===== config.mk =====
export PLATFORM = sky130hd
export DESIGN_NAME = rf_wport_arbiter_flat
export DESIGN_NICKNAME = d
export VERILOG_FILES = /design/src/rtl/rf_wport_if.sv /design/src/rtl/rf_wport_arbiter.sv /design/src/flat_wrapper.sv
export SDC_FILE = /design/constraint.sdc
export NUM_CORES = 1
export LEC_CHECK = 0
export ABC_AREA = 1
export CAP_MARGIN = 20
export CORE_MARGIN = 10
export CORE_UTILIZATION = 45
export CTS_BUF_LIST = sky130_fd_sc_hd__clkbuf_2 sky130_fd_sc_hd__clkbuf_4 sky130_fd_sc_hd__clkbuf_8
export DETAILED_ROUTE_END_ITERATION = 16
export GPL_TIMING_DRIVEN = 0
export PLACE_DENSITY = 0.81
export RECOVER_POWER = 50
export SYNTH_ARGS = -nofsm -noshare
export SYNTH_HDL_FRONTEND = slang
export SYNTH_SLANG_ARGS = --single-unit

===== constraint.sdc =====
create_clock -name clk -period 3.1 [get_ports clk]
set_clock_uncertainty 0.05 [all_clocks]
set_input_delay 0.62 -clock clk [delete_from_list [all_inputs] [get_ports clk]]
set_output_delay 0.62 -clock clk [all_outputs]
set_load 0.01 [all_outputs]

===== src/rtl/rf_wport_if.sv =====
// Bundle of the register-file write-port arbiter signals: WB and LU requests, issue
// tracking, hazard queries and the single RF write port.
interface rf_wport_if #(
    parameter int DATA_W = 32,
    parameter int REG_W  = 5
);
    logic              wb_write;
    logic [REG_W-1:0]  wb_rd;
    logic [DATA_W-1:0] wb_data;
    logic              lu_valid;
    logic [REG_W-1:0]  lu_rd;
    logic [DATA_W-1:0] lu_data;
    logic              lu_ready;
    logic              iss_valid;
    logic [REG_W-1:0]  iss_rd;
    logic [REG_W-1:0]  q1;
    logic [REG_W-1:0]  q2;
    logic              busy1;
    logic              busy2;
    logic              rf_write;
    logic [REG_W-1:0]  rf_rd;
    logic [DATA_W-1:0] rf_data;
    logic              stall_req;
    logic              waw_err;

    modport master (
        output wb_write, wb_rd, wb_data, lu_valid, lu_rd, lu_data,
               iss_valid, iss_rd, q1, q2,
        input  lu_ready, busy1, busy2, rf_write, rf_rd, rf_data, stall_req, waw_err
    );

    modport slave (
        input  wb_write, wb_rd, wb_data, lu_valid, lu_rd, lu_data,
               iss_valid, iss_rd, q1, q2,
        output lu_ready, busy1, busy2, rf_write, rf_rd, rf_data, stall_req, waw_err
    );
endinterface


===== src/rtl/rf_wport_arbiter.sv =====
// Shares the RF write port between WB (always wins) and a FIFO of long-latency results,
// tracks pending LU destinations for the hazard unit and requests a bubble on starvation.
module rf_wport_arbiter #(
    parameter int DATA_W   = 32,
    parameter int REG_W    = 5,
    parameter int NREG     = 32,
    parameter int DEPTH    = 2,
    parameter int MAX_WAIT = 4
) (
    input logic        clk,
    input logic        rst,
    rf_wport_if.slave  bus
);
    localparam int PTR_W  = (DEPTH > 1) ? $clog2(DEPTH) : 1;
    localparam int CNT_W  = $clog2(DEPTH + 1);
    localparam int WAIT_W = $clog2(MAX_WAIT + 1);

    logic [REG_W-1:0]  fifo_rd   [DEPTH];
    logic [DATA_W-1:0] fifo_data [DEPTH];
    logic [PTR_W-1:0]  wr_ptr;
    logic [PTR_W-1:0]  rd_ptr;
    logic [CNT_W-1:0]  count;
    logic [NREG-1:0]   pend;
    logic [NREG-1:0]   pend_next;
    logic [WAIT_W-1:0] wait_cnt;
    logic              waw_q;

    logic empty;
    logic full;
    logic lu_xfer;
    logic push;
    logic drain;
    logic waw_hit;
    logic [REG_W-1:0] head_rd;

    function automatic logic [PTR_W-1:0] ptr_inc(input logic [PTR_W-1:0] p);
        return (p == PTR_W'(DEPTH - 1)) ? '0 : p + PTR_W'(1);
    endfunction

    assign empty   = (count == '0);
    assign full    = (count == CNT_W'(DEPTH));
    assign head_rd = fifo_rd[rd_ptr];

    // Results for r0 complete the handshake but never occupy a FIFO slot.
    assign lu_xfer = bus.lu_valid && bus.lu_ready;
    assign push    = lu_xfer && (bus.lu_rd != '0);
    assign drain   = !rst && !bus.wb_write && !empty;

    // r0 is excluded from the "LU result without a pending bit" check: it is never tracked.
    assign waw_hit = (bus.iss_valid && pend[bus.iss_rd])
                   || (bus.wb_write && pend[bus.wb_rd])
                   || (push && !pend[bus.lu_rd]);

    assign bus.lu_ready  = !rst && !full;
    assign bus.busy1     = !rst && (bus.q1 != '0) && pend[bus.q1];
    assign bus.busy2     = !rst && (bus.q2 != '0) && pend[bus.q2];
    assign bus.stall_req = (wait_cnt == WAIT_W'(MAX_WAIT));
    assign bus.waw_err   = waw_q;

    // NOTE: every output of a combinational block gets a default first, so no path
    // through the if/else can leave it unassigned and infer a latch.
    always_comb begin
        bus.rf_write = 1'b0;
        bus.rf_rd    = '0;
        bus.rf_data  = '0;
        if (!rst) begin
            if (bus.wb_write) begin
                if (bus.wb_rd != '0) begin
                    bus.rf_write = 1'b1;
                    bus.rf_rd    = bus.wb_rd;
                    bus.rf_data  = bus.wb_data;
                end
            end else if (!empty) begin
                bus.rf_write = 1'b1;
                bus.rf_rd    = head_rd;
                bus.rf_data  = fifo_data[rd_ptr];
            end
        end
    end

    // Clear on drain first so a same-cycle issue to that index wins.
    always_comb begin
        pend_next = pend;
        if (drain) pend_next[head_rd] = 1'b0;
        if (bus.iss_valid && (bus.iss_rd != '0)) pend_next[bus.iss_rd] = 1'b1;
    end

    // NOTE: sequential state uses non-blocking assignments so every register samples
    // the pre-edge values regardless of statement order.
    always_ff @(posedge clk) begin
        if (rst) begin
            wr_ptr   <= '0;
            rd_ptr   <= '0;
            count    <= '0;
            pend     <= '0;
            wait_cnt <= '0;
            waw_q    <= 1'b0;
        end else begin
            if (push)  wr_ptr <= ptr_inc(wr_ptr);
            if (drain) rd_ptr <= ptr_inc(rd_ptr);
            case ({push, drain})
                2'b10:   count <= count + CNT_W'(1);
                2'b01:   count <= count - CNT_W'(1);
                default: count <= count;
            endcase
            pend <= pend_next;
            if (!empty && bus.wb_write) begin
                if (wait_cnt != WAIT_W'(MAX_WAIT)) wait_cnt <= wait_cnt + WAIT_W'(1);
            end else begin
                wait_cnt <= '0;
            end
            if (waw_hit) waw_q <= 1'b1;
        end
    end

    // NOTE: the payload storage has no reset; occupancy is governed solely by the
    // pointers and count, so stale contents are never observed.
    always_ff @(posedge clk) begin
        if (push) begin
            fifo_rd[wr_ptr]   <= bus.lu_rd;
            fifo_data[wr_ptr] <= bus.lu_data;
        end
    end
endmodule


===== src/flat_wrapper.sv =====
// flat-port wrapper written by rule: the top's interface ports become plain ports
module rf_wport_arbiter_flat 
#(
    parameter int DATA_W   = 32,
    parameter int REG_W    = 5,
    parameter int NREG     = 32,
    parameter int DEPTH    = 2,
    parameter int MAX_WAIT = 4
)
  (clk, rst, bus_wb_write, bus_wb_rd, bus_wb_data, bus_lu_valid, bus_lu_rd, bus_lu_data, bus_iss_valid, bus_iss_rd, bus_q1, bus_q2, bus_lu_ready, bus_busy1, bus_busy2, bus_rf_write, bus_rf_rd, bus_rf_data, bus_stall_req, bus_waw_err);
  rf_wport_if #(.DATA_W(DATA_W), .REG_W(REG_W)) bus_i ();
  input logic clk;
  input logic rst;
  input wire logic [$bits(bus_i.wb_write)-1:0] bus_wb_write;
  input wire logic [$bits(bus_i.wb_rd)-1:0] bus_wb_rd;
  input wire logic [$bits(bus_i.wb_data)-1:0] bus_wb_data;
  input wire logic [$bits(bus_i.lu_valid)-1:0] bus_lu_valid;
  input wire logic [$bits(bus_i.lu_rd)-1:0] bus_lu_rd;
  input wire logic [$bits(bus_i.lu_data)-1:0] bus_lu_data;
  input wire logic [$bits(bus_i.iss_valid)-1:0] bus_iss_valid;
  input wire logic [$bits(bus_i.iss_rd)-1:0] bus_iss_rd;
  input wire logic [$bits(bus_i.q1)-1:0] bus_q1;
  input wire logic [$bits(bus_i.q2)-1:0] bus_q2;
  output wire logic [$bits(bus_i.lu_ready)-1:0] bus_lu_ready;
  output wire logic [$bits(bus_i.busy1)-1:0] bus_busy1;
  output wire logic [$bits(bus_i.busy2)-1:0] bus_busy2;
  output wire logic [$bits(bus_i.rf_write)-1:0] bus_rf_write;
  output wire logic [$bits(bus_i.rf_rd)-1:0] bus_rf_rd;
  output wire logic [$bits(bus_i.rf_data)-1:0] bus_rf_data;
  output wire logic [$bits(bus_i.stall_req)-1:0] bus_stall_req;
  output wire logic [$bits(bus_i.waw_err)-1:0] bus_waw_err;
  assign bus_i.wb_write = bus_wb_write;
  assign bus_i.wb_rd = bus_wb_rd;
  assign bus_i.wb_data = bus_wb_data;
  assign bus_i.lu_valid = bus_lu_valid;
  assign bus_i.lu_rd = bus_lu_rd;
  assign bus_i.lu_data = bus_lu_data;
  assign bus_i.iss_valid = bus_iss_valid;
  assign bus_i.iss_rd = bus_iss_rd;
  assign bus_i.q1 = bus_q1;
  assign bus_i.q2 = bus_q2;
  assign bus_lu_ready = bus_i.lu_ready;
  assign bus_busy1 = bus_i.busy1;
  assign bus_busy2 = bus_i.busy2;
  assign bus_rf_write = bus_i.rf_write;
  assign bus_rf_rd = bus_i.rf_rd;
  assign bus_rf_data = bus_i.rf_data;
  assign bus_stall_req = bus_i.stall_req;
  assign bus_waw_err = bus_i.waw_err;
  rf_wport_arbiter #(.DATA_W(DATA_W), .REG_W(REG_W), .NREG(NREG), .DEPTH(DEPTH), .MAX_WAIT(MAX_WAIT)) u_core (.clk(clk), .rst(rst), .bus(bus_i));
endmodule

# ---- Word-level counts from Yosys, hierarchy flattened
# Memory sizes are Yosys's and may differ from the RTL's. A register that Yosys moved wholly into a read port is not among the register bits.
# Cells that the tools add are included.
dict set report classes {
  magnitude_cmp 8
  n_reduce_logical 31
  n_addsub 5
  n_mux 37
  n_eq_ne 5
  n_bitwise 4
}
# cell count
set op_table {}
lappend op_table {{two-way mux 32 bit} 6}
lappend op_table {{less-than comparator 5 x 6 -> 1 bit (second input constant)} 6}
lappend op_table {{AND 32 bit} 1}
lappend op_table {{inverter 32 bit} 1}
lappend op_table {{OR 32 bit} 1}
lappend op_table {{binary-select mux 1 bit (select 5 bit)} 5}
lappend op_table {{nonzero test 5 bit} 5}
lappend op_table {{two-way mux 5 bit} 4}
lappend op_table {{two-way mux 1 bit} 19}
lappend op_table {{logical AND 1 bit} 16}
lappend op_table {{demux 1 bit (select 5 bit)} 2}
lappend op_table {{>= comparator 5 x 1 -> 1 bit (second input constant)} 2}
lappend op_table {{zero test 1 bit} 5}
lappend op_table {{== test 2 bit (second input constant)} 2}
lappend op_table {{case mux 2 bit (2 select lines)} 1}
lappend op_table {{adder 3 x 1 -> 3 bit (second input constant)} 1}
lappend op_table {{== test 3 bit (second input constant)} 1}
lappend op_table {{inequality test 3 bit (second input constant)} 1}
lappend op_table {{adder 1 bit (second input constant)} 2}
lappend op_table {{adder 2 x 1 -> 2 bit (second input constant)} 1}
lappend op_table {{== test 2 x 1 -> 1 bit (second input constant)} 1}
lappend op_table {{zero test 2 bit} 1}
lappend op_table {{logical OR 1 bit} 2}
lappend op_table {{nonzero test 2 bit} 1}
lappend op_table {{other kinds (3)} 3}
dict set report totals {
  ramBits 74
  output_inout_bits 43
  reg_bits 40
  elab_cells 98
  n_memories 2
}
# name words word_bits read_ports rd_ports_with_merged_regs write_ports line
set mem_list {}
lappend mem_list {u_core.fifo_data 2 32 1 1 1 rf_wport_arbiter.sv:19} ;# logic [DATA_W-1:0] fifo_data [DEPTH];
lappend mem_list {u_core.fifo_rd 2 5 1 1 1 rf_wport_arbiter.sv:18} ;# logic [REG_W-1:0] fifo_rd [DEPTH];

# ---- Longest topological paths before layout
# Gate-level depths: netlist of run 1.
dict set report logic_depth {
  depth_word 9
  ltp_mapped 14
}

# ---- Worst setup path before layout of run 1
# Ideal clock, no wire load.
dict set report synth_timing {
  kind {input port to flip-flop}
  start {in rst}
  end {mem u_core.fifo_data[1][0] (enable)}
  stages 4
  arrival_ps 2792
  path_slack_ps -174
  setup_time_ps 433
  cell_sequence {buf_6 a21oi_1 nand3_1 nor2_1}
}
dict set report synth_between {
  elab_chain_cells 6
}
# element line
set synth_rtl {}
lappend synth_rtl {{from (decl)} flat_wrapper.sv:13} ;# input logic rst;
lappend synth_rtl {{zero test 1 bit} rf_wport_arbiter.sv:54} ;# assign bus.lu_ready = !rst && !full;
lappend synth_rtl {{logical AND 1 bit} rf_wport_arbiter.sv:54}
lappend synth_rtl {{named net bus_lu_ready} flat_wrapper.sv:24} ;# output wire logic [$bits(bus_i.lu_ready)-1:0] bus_lu_ready;
lappend synth_rtl {{logical AND 1 bit} rf_wport_arbiter.sv:45} ;# assign lu_xfer = bus.lu_valid && bus.lu_ready;
lappend synth_rtl {{logical AND 1 bit} rf_wport_arbiter.sv:46} ;# assign push = lu_xfer && (bus.lu_rd != '0);
lappend synth_rtl {{two-way mux 1 bit} rf_wport_arbiter.sv:119} ;# if (push) begin
lappend synth_rtl {{two-way mux 1 bit (implied by the code)} rf_wport_arbiter.sv:121} ;# fifo_data[wr_ptr] <= bus.lu_data;
lappend synth_rtl {{to (decl)} rf_wport_arbiter.sv:19}
# The timed path passes the listed nets, and every way through them passes these cells.

# ---- Worst setup path in the final report of run 1
dict set report layout_timing {
  start {in bus_wb_rd[3]}
  end {out bus_rf_data[17]}
}
dict set report layout_between {
  elab_chain_cells 4
}
# element line
set layout_rtl {}
lappend layout_rtl {{from (decl)} flat_wrapper.sv:15} ;# input wire logic [$bits(bus_i.wb_rd)-1:0] bus_wb_rd;
lappend layout_rtl {{nonzero test 5 bit} rf_wport_arbiter.sv:68} ;# if (bus.wb_rd != '0) begin
lappend layout_rtl {{two-way mux 32 bit} rf_wport_arbiter.sv:68}
lappend layout_rtl {{two-way mux 32 bit} rf_wport_arbiter.sv:67} ;# if (bus.wb_write) begin
lappend layout_rtl {{two-way mux 32 bit} rf_wport_arbiter.sv:66} ;# if (!rst) begin
lappend layout_rtl {{to (decl)} flat_wrapper.sv:29} ;# output wire logic [$bits(bus_i.rf_data)-1:0] bus_rf_data;
# No other way between the ends.

==> metrics, run 1 <==
Die Area approximately 0.021 mm2; nets 1181; DP Area 0.008469 mm2; switching part of the total between 20% and 30%; WL final between 20 and 25 mm; clk buf depth 2; CTS tree done; Clk pwr share roughly 38%; Post-synth EDFFs between 70 and 80; Placed Cells 1252; top cell type's share of synthesized area between 30% and 40%; share of cells above drive strength 1 9.936%; Seq/Total Area, Yosys between 40% and 50%; CP Launch Type input pin; FF+latch count, synth between 100 and 150; synthesized instance count roughly 940; DRT iter0 DRCs 681; Slew HR 42.02%; Residual DRC 0; RSZ-0062 raised after global routing no; Achievable Freq 331.2 MHz; clk sinks between 100 and 150; Final ANT Viol Nets 0; most frequent cells in the layout nand2_1, o21ai_0, clkdlybuf4s50_1; vias in the first global route roughly 6800; core outline area 0.01515 mm2; most used cell, CP nand2_1; Power Dens Cells 434.5 mW/mm2; die extent in y between 100 and 150 um; ys async rst share 0%; via count about 7200; Wirelength per Cell 18.25 um; crit-path max cell delay 0.48 ns; largest net degree at the start of global routing 29; Synth warnings 0; CP Cell Sequence dlygate4sd2_1 > nor2_4 > nand3_4 > buf_2 > o21ai_0 > nand2_1 > nand2_1 > inv_1 > clkdlybuf4s50_1; Slew Viols, Final 0; Die X between 100 and 150 um; Avg Inst Size Synth around 7.4 um2; CP Class input pin to output pin; Net Sw Power about 1100 uW; Critical Path Fanout Max 10; clk_lat worst skew about 0.43 ns; DRT Pass-1 Iters 7; leakage power 0.003531 uW; register share of total power roughly 44%; synthesized cell area between 0.006 and 0.007 mm2; clock buffer count from CTS 17; DP Wirelength about 17 mm; area delta synth->final 29.26%; Util after Layout 59.04%; vias per cell 5.619; Arrival @ worst endpoint 2.35 ns; initial core utilization roughly 46%; Critical Path RT about 2.4 ns; H-Tree Depth 4; RePlAce Congestion approximately 1.0; final design area excluding fillers 0.008942 mm2; Reg2Reg Setup Slack roughly 1.1 ns; count of final hold-check violations 0; Pint around 2800 uW; Net Count, Synth between 1000 and 1500; gr ovfl total 0; CP Capture Type output pin; Synth area leader edfxtp_1; CTS Root Cell clkbuf_8; global-route usage over all layers ~22%; pin slew with the least headroom to its limit between 0.8 and 0.9 ns; initial antenna violation count 3; most common cell after layout, fill and taps aside nand2_1; final worst path period need roughly 3.0 ns; Critical-path top delay cell clkdlybuf4s50_1; total power around 3900 uW; status finished, final reports clean; Final setup viols 0; Max Cap Violations 0; port bufs 126; global-route wire length before repair about 36 mm; part of the power in combinational logic 18.4%; clk slew on worst S/H paths approximately 0.08 ns; top post-synthesis cells by area edfxtp_1, nand2_1, o21ai_0, dfxtp_1, a21oi_1; I/O pin count about 140; Top FF cell, synth edfxtp_1; Non-Filler Instances 1286; VDD IR max around 0.35 mV; # rows 45; Tcrit/Tclk final just under 100%; Hold Buf Count CTS 0; min-delay worst type input pin to flip-flop; Netlist cell types 36
## cells by family (layout without fill, tap and decap cells)
group	Yosys count	in the layout	synth area share, %
AOI/OAI and AO/OA	293	293	22.25
adders and majority gates	3	3	0.5427
xor gates and xnor gates	1	1	0.1266
buffers and inverters	143	304	9.025
other	0	1	0
DFF	115	115	43.99
and+or+nand+nor	374	374	23.01
muxes	7	7	1.067
## worst max-delay path: cells and delay by family
family / cells / cell delay, ns
buf+inv: 4 / 1.07
simple gates: 4 / 0.49
compound gates: 1 / 0.17
## final timing paths
path	to	cells past startpoint	from
worst max-delay path	bus_rf_data[17]	9	bus_wb_rd[3]
worst max register to register	u_core.pend[8]	5	flip-flop
worst min-delay path	u_core.pend[4]	2	rst
worst min register to register	u_core.rd_ptr	1	u_core.rd_ptr
## repair_timing
item | 4_1_cts | 5_1_grt
pin swaps | 0 | 2
setup endpoints to repair | 34 | 34
gates cloned | 0 | 0
hold endpoints to repair | 0 | 0
buffers inserted | 0 | 1
resized for setup | 20 | 37
## cell type report
cell class	instances	area, um2
Fill cell	1341	6203
Timing Repair Buffer	129	1310
Inverter	91	346.6
Sequential cell	115	3048
Antenna cell	1	2.502
Buffer	52	307.8
Multi-Input combinational cell	678	3273
Clock inverter	14	177.7
Tap cell	188	235.2
Clock buffer	18	241.5
## flip-flops by register name (all words and copies together), names as in the netlist, named ones only
name and flops:
u_core.wr_ptr 1, u_core.count 2, u_core.fifo_rd 10, u_core.bus.waw_err 1, u_core.rd_ptr 1, u_core.pend 32
u_core.fifo_data 64, u_core.wait_cnt 3
## power by group through the flow
stage	logic (uW)	registers, uW	clock network (uW)
final	716	1710	1460
after global routing	787	1710	1550
after CTS	719	1710	1470
after detailed placement	709	1740	0
after global placement	689	1740	0
after floorplan	374	1730	0
## layer usage
layer / vias to the layer above / routed length, um / global-route usage, % / share of wire, %
met3: 80 / 2864 / 7.051 / 12
met4: 4 / 863 / 9.565 / 3.7
met1: 3252 / 9057 / 27.85 / 39
met5: - / 23 / 0 / 0.098
met2: 411 / 10660 / 34.10 / 45
li1: 3479 / - / - / -
## cells in the mapped netlist (2+ instances only)
cell      count
nor2_2        3
inv_2         9
inv_4         2
o21ai_0     180
nand2_1     244
a21oi_1      65
dfxtp_1      41
buf_4         6
o211ai_1     16
mux2i_1       6
nor2_1       41
o22ai_1       5
buf_2        12
clkbuf_1     26
buf_1         2
inv_1        80
nand4_1       5
o21ai_2       5
edfxtp_1     74
nand3_1      65
nor3_1        3
nor2_4        3
or2_0         2
ha_1          3
buf_6         6
o21ai_1      21
nand2_2       2
## through the flow
stage          setup TNS, ns  worst slack, ns  hold WS, ns
6_report                   0          0.08113       0.3520
3_3_place_gp          -67.01          -0.7412       0.3869
4_1_cts                    0         0.002461       0.3441
2_1_floorplan              0           0.4222       0.3757
5_1_grt                    0         0.003316       0.3547
3_5_place_dp          -12.73          -0.4898       0.3999
(Power assumes the default switching activity.)
==> run 2, diff against run 1 <==
CAP_MARGIN = not set   (was 20)
==> results of run 2 <==
Final layout, timing and power as in run 1 (identical DEF).
==> run 3, diff against run 2 <==
PLACE_DENSITY = 0.78   (was 0.81)
clock period = 3.75 ns   (was 3.1 ns; I/O delays follow)
==> metrics, run 3 (synthesized netlist as in run 1, its figures left out) <==
status finished, final reports clean; number of flip-flops under the largest register name 64; Achievable Freq 275.1 MHz; Util after Layout 58.59%; count of final hold-check violations 0; RePlAce Congestion between 0.9 and 1; hold path endpoint u_core.rd_ptr; worst r2r dst u_core.pend[28]; I/O pin count approximately 140; DRT iter0 DRCs 712; Non-Filler Instances ~1300; Regs by FF count u_core.fifo_data x64, u_core.pend x32, u_core.fifo_rd x10; clk slew on worst S/H paths roughly 0.07 ns; Reg2Reg Depth 5; part of the power in combinational logic between 10% and 20%; clk buf depth 2; largest net degree at the start of global routing 21; WL final between 20 and 25 mm; area delta synth->final 28.27%; CTS tree done; Net Sw Power a little under 900 uW; Reg2Reg Setup Slack 1.66 ns; Residual DRC 0; DRT Pass-1 Iters 6; Die Area 0.02073 mm2; CTS Root Cell clkbuf_8; hold slack about 0.43 ns; total power 3190 uW; hold path cells 1; Max Cap Violations 0; Tcrit/Tclk final between 90 and 100%; vias per cell ~5.6; core outline area 0.01515 mm2; Wirelength per Cell around 18 um; gr ovfl total 0; Hold Buf Count CTS 0; Final ANT Viol Nets 0; Clk pwr share roughly 38%; Die X 144.0 um; most common cell after layout, fill and taps aside nand2_1; initial antenna violation count 1; switching part of the total between 20% and 30%; clock buffer count from CTS 17; CP Capture Type output pin; register share of total power 44.3%; Critical Path Fanout Max 10; die extent in y between 100 and 150 um; clk sinks approximately 120; min-delay worst type flip-flop to flip-flop; # rows 45; DP Wirelength between 15 and 20 mm; Placed Cells approximately 1300; share of cells above drive strength 1 roughly 7.6%; Power Dens Cells between 300 and 400 mW/mm2; hold_sp u_core.rd_ptr; VDD IR max approximately 0.34 mV; global-route usage over all layers between 20 and 25%; Pint around 2300 uW; port bufs roughly 130; nets between 1000 and 1500; initial core utilization a little under half; Final setup viols 0; Slew Viols, Final 0; final worst path period need between 3 and 4 ns; global-route wire length before repair approximately 36 mm; Arrival @ worst endpoint 2.84 ns; H-Tree Depth 4; Most flops, register u_core.fifo_data; via count between 7000 and 8000; most frequent cells in the layout nand2_1, o21ai_0, clkdlybuf4s50_1; leakage power 0.003456 uW; Slew HR 42.96%; Critical Path RT between 2 and 3 ns; clk_lat worst skew between 0.4 and 0.5 ns; CP Launch Type input pin; RSZ-0062 raised after global routing no; pin slew with the least headroom to its limit 0.8479 ns; vias in the first global route around 6900; CP Class input pin to output pin
## run 3: cell count changes in the layout (fill, tap and decap cells not counted), moves of 4 or more
cell / delta
buf_2: -4
clkbuf_1: +15
clkbuf_4: -6
dfxtp_2: -4
clkbuf_2: -8
dfxtp_1: +4
## run 3: area by class of cell
cell class / count / area (um2)
plain buffers: 52 / 275.3
well taps: 188 / 235.2
multi-input cells: 678 / 3241
clock inverters: 15 / 178.9
inverters: 91 / 345.3
repair buffers: 128 / 1319
clock buffers: 17 / 234.0
diodes: 1 / 2.502
fillers: 1391 / 6272
flip-flops and latches: 115 / 3043
## run 3: layer usage
layer / wire length [um] / GRT usage, % / vias to the layer above
met2: 10660 / 34.64 / 417
met3: 2721 / 6.396 / 81
met4: 971 / 11.61 / 0
li1: - / - / 3480
met5: 0 / 0 / -
met1: 9130 / 27.89 / 3273
## run 3: worst max path at each step
stage          cells after the start                      end  slack [ns]          from
6_report                           6             bus_rf_rd[4]        0.11  bus_wb_write
3_3_place_gp                       7  u_core.fifo_data[0][14]       -1.18  bus_lu_rd[0]
5_1_grt                            9           bus_rf_data[4]       0.008  bus_wb_rd[3]
4_1_cts                            9          bus_rf_data[21]        0.04  bus_wb_rd[2]
2_1_floorplan                      4   u_core.fifo_data[1][0]        0.35           rst
3_5_place_dp                       9          bus_rf_data[21]       -0.09  bus_wb_rd[2]
## run 3: power by group through the flow
stage | clock (uW) | combinational (uW) | sequential [uW]
global placement | 0 | 568 | 1440
CTS | 1210 | 590 | 1410
finish | 1200 | 581 | 1410
global route | 1280 | 641 | 1420
floorplan | 0 | 308 | 1430
detailed placement | 0 | 584 | 1440
## run 3: repair_timing
item / CTS / global route
gates cloned: 0 / 0
resized for setup: 3 / 5
endpoints found under the hold margin: 0 / 0
setup endpoints to repair: 21 / 22
buffers inserted: 0 / 0
## run 3: through the flow
stage                     instance area (um2)  setup WS [ns]  setup TNS, ns
after detailed placement                 8484       -0.08910        -0.6791
after global placement                   8414         -1.183         -89.05
after global routing                     8874       0.007871              0
final                                    8874         0.1148              0
after floorplan                          6918         0.3455              0
after CTS                                8906        0.03718              0
## run 3: worst max-delay path, cell delays in order
cell             delay [ns]
clkbuf_1               0.41
nand2_1                0.18
clkbuf_1               0.28
buf_2                  0.27
o22ai_1                0.33
clkdlybuf4s50_1        0.61
==> RTL edit (flow settings as in run 2) <==
`NREG` is set to 32 in 2 places; all go to 48.
--- a/src/rtl/rf_wport_arbiter.sv
+++ b/src/rtl/rf_wport_arbiter.sv
@@ -3,7 +3,7 @@
 module rf_wport_arbiter #(
     parameter int DATA_W   = 32,
     parameter int REG_W    = 5,
-    parameter int NREG     = 32,
+    parameter int NREG     = 48,
     parameter int DEPTH    = 2,
     parameter int MAX_WAIT = 4
 ) (
--- a/src/flat_wrapper.sv
+++ b/src/flat_wrapper.sv
@@ -3,7 +3,7 @@
 #(
     parameter int DATA_W   = 32,
     parameter int REG_W    = 5,
-    parameter int NREG     = 32,
+    parameter int NREG     = 48,
     parameter int DEPTH    = 2,
     parameter int MAX_WAIT = 4
 )
Check against the original RTL: no difference found for any inputs over 4 cycles, from zero or initial values and one cycle with rst high; that may be too few to reach the edited logic, so the function may still have changed.
==> RTL edit against run 2 <==
- total power rose by 1.9%
- final cell count is essentially flat
- wire length is 1.9% lower
- critical path type unchanged
- largest cell class unchanged
- area after synthesis shrank 0.43%
- final area increased by 0.25%
- worst setup slack improved by 0.058 ns
- synthesized cell count shrank 0.21%
- sequential cell count did not move
==> RTL edit: results (changes against run 2) <==
cts_resized: 26  # +30%
reg2reg_to: "u_core.pend[12]$_SDFF_PP0_"
multi_input_area_mm2: 0.003257  # -0.50%
hp-class: "reg2reg"
synth-compound-area-share: 0.2272  # +0.004785
whs_path_depth: 1  # -1
hp-start: "u_core.rd_ptr$_SDFFE_PP0N_"
buf_share: 0.1802  # -0.0007340
ys_seq_area_frac: 0.4418  # +0.001918
synthXorXnorAreaFrac: 0.001272  # +0.000005520
gp_congestion: 1.017  # +1.0%
insertion_delay_ns: 0.45  # +0.02 ns
routedWlPerCell_um: 17.89  # -2.0%
grt_usage: 0.2202  # -0.001058
grt_pass1_vias: 6944  # +2.0%
outcome: "complete, no violations"
first_pass_iters: 5  # -2
synthTopCellsByArea: "edfxtp_1 (32%), nand2_1 (13%), o21ai_0 (12%), dfxtp_1 (12%), a21oi_1 (4.5%)"
via_count: 7238  # +0.17%
worst_pin_slew_ns: 0.8361  # -0.02561 ns
sh_seq_area: 0.3394  # -0.001414
p_leak_nw: 3.524  # -0.20%
signal_buffers: 180  # -0.55%
diodes: 2  # +1
vdd_drop_max_uv: 480.0  # +38%
endpoint: "bus_rf_data[16]"
placed_cells_incl_taps: 1253  # +0.080%
synthDistinctLibCells: 40  # +11%
yosys.area_share.adder: 0.005450  # +0.00002366
arrival_ns: 2.29  # -0.06 ns
[RTL edit: metrics by stage]
step / setup TNS, ns / cell area [µm²] / hold WS, ns / utilization / total power [mW]
floorplan: 0 / 6893 / 0.3756 / - / 2.098
global placement: -63.11 / 8419 / 0.3835 / 0.5580 / 2.422
detailed placement: -7.457 / 8469 / 0.3956 / 0.5613 / 2.441
CTS: 0 / 8944 / 0.4003 / 0.5927 / 3.966
global route: -0.01401 / 8965 / 0.4167 / 0.5941 / 4.125
finish: 0 / 8965 / 0.4067 / 0.5941 / 3.961
[RTL edit: where the power goes]
| part | internal, mW | leakage [nW] | switching (mW) |
|---|---|---|---|
| sequential | 1.68 | 1.01 | 0.0263 |
| combinational | 0.304 | 2.31 | 0.407 |
| clock | 0.880 | 0.203 | 0.663 |
| total | 2.86 | 3.52 | 1.10 |
[RTL edit: routing by layer]
metal	up-vias	global-route usage	routed length, µm
li1	3482	-	-
met1	3305	0.2704	8932
met2	376	0.3460	10460
met3	71	0.06766	2753
met4	4	0.1026	861
met5	-	0	24
